$ cat src/rtl/fact_pkg.sv
// Shared types and constants for the iterative factorial engine.
// Optional FACT_OVF_DETECT_EN build enables sticky overflow detection in fact_mul.
package fact_pkg;

    typedef enum logic [1:0] {
        IDLE,
        CALC,
        DONE
    } state_t;

    localparam int unsigned ACC_INIT = 1;

endpackage

$ cat src/rtl/fact_mul.sv
// Combinational WIDTH x (WIDTH+1) multiplier producing a truncated product.
// With FACT_OVF_DETECT_EN the full product is formed and its upper bits flag overflow.
module fact_mul #(
    parameter int unsigned WIDTH = 8
) (
    input  logic [WIDTH-1:0] a,
    input  logic [WIDTH:0]   b,
    output logic [WIDTH-1:0] p,
    output logic             ovf
);

`ifdef FACT_OVF_DETECT_EN
    logic [2*WIDTH:0] full_prod;

    always_comb begin
        full_prod = {{(WIDTH + 1){1'b0}}, a} * {{WIDTH{1'b0}}, b};
        p         = full_prod[WIDTH-1:0];
        ovf       = |full_prod[2*WIDTH:WIDTH];
    end
`else
    // Low WIDTH bits of a*b depend only on the low WIDTH bits of b.
    logic unused_b_msb;

    assign unused_b_msb = b[WIDTH];

    always_comb begin
        p   = a * b[WIDTH-1:0];
        ovf = 1'b0;
    end
`endif

endmodule

$ cat src/rtl/fact_engine.sv
// Iterative n! engine: one multiply per cycle, valid/ready handshake on both sides.
// FACT_OVF_DETECT_EN enables the sticky ovf output; otherwise ovf stays 0.
module fact_engine
    import fact_pkg::*;
#(
    parameter int unsigned WIDTH = 8
) (
    input  logic             clk,
    input  logic             rst_n,
    input  logic             in_valid,
    output logic             in_ready,
    input  logic [WIDTH-1:0] n,
    output logic             out_valid,
    input  logic             out_ready,
    output logic [WIDTH-1:0] result,
    output logic             ovf,
    output logic             busy
);

    localparam logic [WIDTH-1:0] ACC_RST  = WIDTH'(ACC_INIT);
    localparam logic [WIDTH:0]   CNT_INIT = (WIDTH + 1)'(2);
    localparam logic [WIDTH:0]   CNT_ONE  = (WIDTH + 1)'(1);

    state_t           state_q, state_d;
    logic [WIDTH-1:0] n_q, n_d;
    logic [WIDTH-1:0] acc_q, acc_d;
    logic [WIDTH:0]   cnt_q, cnt_d;
    logic             ovf_q, ovf_d;

    logic [WIDTH-1:0] prod;
    logic             mul_ovf;

    fact_mul #(
        .WIDTH (WIDTH)
    ) u_mul (
        .a   (acc_q),
        .b   (cnt_q),
        .p   (prod),
        .ovf (mul_ovf)
    );

    always_ff @(posedge clk or negedge rst_n) begin
        if (!rst_n) begin
            state_q <= IDLE;
            n_q     <= '0;
            acc_q   <= ACC_RST;
            cnt_q   <= CNT_INIT;
            ovf_q   <= 1'b0;
        end else begin
            state_q <= state_d;
            n_q     <= n_d;
            acc_q   <= acc_d;
            cnt_q   <= cnt_d;
            ovf_q   <= ovf_d;
        end
    end

    always_comb begin
        state_d = state_q;
        n_d     = n_q;
        acc_d   = acc_q;
        cnt_d   = cnt_q;
        ovf_d   = ovf_q;

        unique case (state_q)
            IDLE: begin
                if (in_valid) begin
                    n_d     = n;
                    acc_d   = ACC_RST;
                    cnt_d   = CNT_INIT;
                    ovf_d   = 1'b0;
                    state_d = CALC;
                end
            end
            CALC: begin
                // cnt is one bit wider than n, so n = 2^WIDTH-1 still terminates.
                if (cnt_q > {1'b0, n_q}) begin
                    state_d = DONE;
                end else begin
                    acc_d = prod;
                    cnt_d = cnt_q + CNT_ONE;
                    ovf_d = ovf_q | mul_ovf;
                end
            end
            DONE: begin
                if (out_ready) begin
                    state_d = IDLE;
                end
            end
            default: state_d = IDLE;
        endcase
    end

    always_comb begin
        in_ready  = (state_q == IDLE);
        out_valid = (state_q == DONE);
        busy      = (state_q != IDLE);
        result    = out_valid ? acc_q : '0;
        ovf       = ovf_q;
    end

endmodule

$ cat config.mk
export PLATFORM = sky130hd
export DESIGN_NAME = fact_engine
export DESIGN_NICKNAME = d
export VERILOG_FILES = /design/src/rtl/fact_pkg.sv /design/src/rtl/fact_mul.sv /design/src/rtl/fact_engine.sv
export SDC_FILE = /design/constraint.sdc
export NUM_CORES = 1
export LEC_CHECK = 0
export ABC_CLOCK_PERIOD_IN_PS = 8150
export CORE_UTILIZATION = 50
export CTS_CLUSTER_SIZE = 30
export DETAILED_ROUTE_END_ITERATION = 10
export PLACE_DENSITY_LB_ADDON = 0.2
export SYNTH_ARGS = -nofsm -noshare
export SYNTH_HDL_FRONTEND = slang
export SYNTH_SLANG_ARGS = --single-unit
$ cat constraint.sdc
create_clock -name clk -period 8.15 [get_ports clk]
set_input_delay 1.63 -clock clk [delete_from_list [all_inputs] [get_ports clk]]
set_output_delay 1.63 -clock clk [all_outputs]
set_load 0.01 [all_outputs]
==> metrics.md <==
| Metric | Value |
|---|---|
| First-pass GRT wire length | 8.48 mm |
| Maximum VDD drop | 0.000228 V |
| Status | complete, but fails checks |
| Proportion of layout cells with a drive suffix above 1 | 4.32% |
| Nets@finish | 328 |
| Num CTS Buffers | 3 |
| CP max stage delay | 550 ps |
| Grt total ovfl | 0 |
| Cts repair resizes | 0 |
| Post-DP HPWL | 3.60 mm |
| Power density cells | 285 nW/µm² |
| P&R area growth vs syn | 11.9% |
| Max-slew violation count | 0 |
| CTS Sinks | 27 |
| Synth Instances | 263 |
| Vias in the first global route | 1756 |
| DRT iter0 DRCs | 93 |
| I/O pins | 24 |
| Max-Cap Viols | 0 |
| Final hold slack | 553 ps |
| Postcts setup bufs | 0 |
| GR Util All Layers | 21.8% |
| Ys async rst share | 100% |
| Die width | 70.8 µm |
| Area leader, netlist | dfrtp_1 |
| P_leak | 1.32 nW |
| Worst slew margin | 50.0% |
| Final setup fails | 0 |
| WP data required | 8360 ps |
| Placeable Area | 4440 µm² |
| DR vias | 1747 |
| Core Rows | 24 |
| Clock latency on the worst-skew pair | 280 ps |
| Share of the synthesized area in the top cell type | 26.5% |
| GP Congestion | 0.803 |
| Synth cell types | 35 |
| Largest net degree at the start of global routing | 28 |
| Crit. End Element | flip-flop |
| Final min period | 4040 ps |
| CTS tree | built |
| RSZ-0062 raised after global routing | no |
| Fin util | 59.5% |
| Initial antenna violation count | 0 |
| Worst Skew | 5.44 ps |
| Post-route ant nets | 0 |
| Routed len/inst | 14.4 µm |
| ANT cells | 0 |
| Synthesized Nets | 312 |
| Buffers on Ports | 22 |
| Number of synthesized register bits | 27 |
| Violated checks | design-rule violations |
| Final Hold Viols | 0 |
| Synth cell count leaders | nand2_1 (45), inv_1 (40), and2_1 (25), dfrtp_1 (25), ha_1 (25) |
| Cells taking the most area after synthesis | dfrtp_1 (26%), ha_1 (13%), fa_1 (10%), nand2_1 (7.1%), and2_1 (6.6%) |
| EDFF count, synth | 0 |
| Mapped cell area | 2360 µm² |
| HP Class | reg -> reg |
| Cell count after placement | 326 |
| Die area | 5010 µm² |
| DRC viols | 2 |
| H-Tree Depth | 1 |
| Crit-path most repeated cell | fa_1 |
| Root Buffer | clkbuf_8 |
| Slowest CP cell | dfrtp_1 |
| Die span in y | 70.8 µm |
| Setup TNS | 0 ps |
| Most common cell in the netlist | nand2_1 |
| DRT Pass-1 Iters | 7 |
| Synth Flop Type | dfrtp_1 |
| Clock Path Buffers | 2 |
| WS Path Type | reg -> reg |
| Worst Path Arrival | 4250 ps |
| Fill count | 398 |
| Finished Layout Cells | 330 |
| Syn_area_per_cell | 8.99 µm² |
| # hold bufs at CTS | 0 |
| Sequential element share of the synthesized area | 28.7% |
| Initial Util | 53.2% |
| Slew @ Worst Pin | 751 ps |
| Period utilization | 49.6% |
| Crit path cell chain | nand2_1 -> fa_1 -> fa_1 -> inv_1 -> fa_1 -> inv_1 -> fa_1 -> inv_1 -> ha_1 -> a21oi_1 -> xnor3_1 -> xnor3_1 -> mux2i_1 |
| Crit-path max FO | 12 |
| Critical path launch point type | flip-flop |
| Yosys warnings | 0 |
| Worst-path clk slew | 110 ps |
| Final WL | 4.77 mm |
| Max Freq | 247 MHz |
| Vias per cell | 5.29 |
==> worst paths after layout <==
path / start / end / depth (start not counted) / slack [ps]
worst max-delay path: cnt_q[3]$_DFFE_PN0P_ / acc_q[7]$_DFFE_PN0P_ / 13 / 4110
worst min-delay path: n_q[7]$_DFFE_PN0P_ / n_q[7]$_DFFE_PN0P_ / 2 / 550
worst max register to register: cnt_q[3]$_DFFE_PN0P_ / acc_q[7]$_DFFE_PN0P_ / 13 / 4110
worst min register to register: n_q[7]$_DFFE_PN0P_ / n_q[7]$_DFFE_PN0P_ / 2 / 550
max in group asynchronous: rst_n / acc_q[0]$_DFFE_PN1P_ / 2 / 6120
min in group asynchronous: rst_n / n_q[5]$_DFFE_PN0P_ / 2 / 1710
==> per-layer routing <==
metal	track usage [%]	share of wire [%]
met1	32.7	49
met2	34.4	46
met3	3.13	4.4
met4	3.78	0.63
met5	0	0
==> cell families (layout without fill, tap and decap cells) <==
logic type      Yosys count  count (layout)  share of synthesized area [%]
compound gates           33              33                           8.84
xor+xnor                 14              14                           6.35
fa+ha+maj                37              37                           23.4
buf+inv                  52              67                           8.94
flops                    27              27                           28.7
mux                       9               9                           3.81
other cells               1               1                          0.159
simple gates             90              90                           19.8
==> registers in the layout, summed over array words and instances (netlist names) <==
register / cells
state_q: 2
cnt_q: 9
acc_q: 8
n_q: 8
==> metrics by stage <==
step / setup WS (ps) / cell area (µm²) / power (mW)
4_1_cts: 4070 / 2650 / 0.764
5_1_grt: 3820 / 2650 / 0.835
3_5_place_dp: 4130 / 2600 / 0.673
3_3_place_gp: 4210 / 2600 / 0.659
2_1_floorplan: 4190 / 2360 / 0.559
6_report: 4110 / 2650 / 0.754
==> placed cells by master, fill, tap and decap left out, types with 3 or more instances in the layout <==
cell type,Yosys,final
nand2_1,45,45
inv_1,40,40
and2_1,25,25
ha_1,25,25
dfrtp_1,25,25
clkdlybuf4s50_1,0,22
fa_1,12,12
a21oi_1,11,11
o21ai_0,11,11
xnor2_1,10,10
mux2i_1,9,9
nand4_1,4,4
or3_1,4,4
a21o_1,3,3
clkbuf_8,0,3
==> power breakdown <==
part           total (mW)  switching, mW  internal (mW)
Combinational       0.415          0.222          0.193
Clock              0.0848         0.0488         0.0360
Sequential          0.254         0.0674          0.187
Total               0.754          0.338          0.416
==> cell type report <==
cell class | count | area (µm²) | area share [%]
Sequential cell | 27 | 678 | 25.6
Tap cell | 52 | 65.1 | 2.46
Clock buffer | 3 | 41.3 | 1.56
Inverter | 40 | 150 | 5.67
Clock inverter | 1 | 8.76 | 0.331
Timing Repair Buffer | 23 | 228 | 8.61
Multi-Input combinational cell | 184 | 1480 | 55.7
==> worst max-delay path, delay by kind of cell (launching register included) <==
kind                     cells  cell delay [ps]
adder cells (fa/ha/maj)      5             2300
XOR/XNOR                     2              570
flip-flops                   1              550
AO/OA/AOI/OAI                1              140
multiplexers                 1              130
buffers and inverters        3              150
AND/OR/NAND/NOR              1              130
Note: power is estimated with default switching activity, not from simulation.
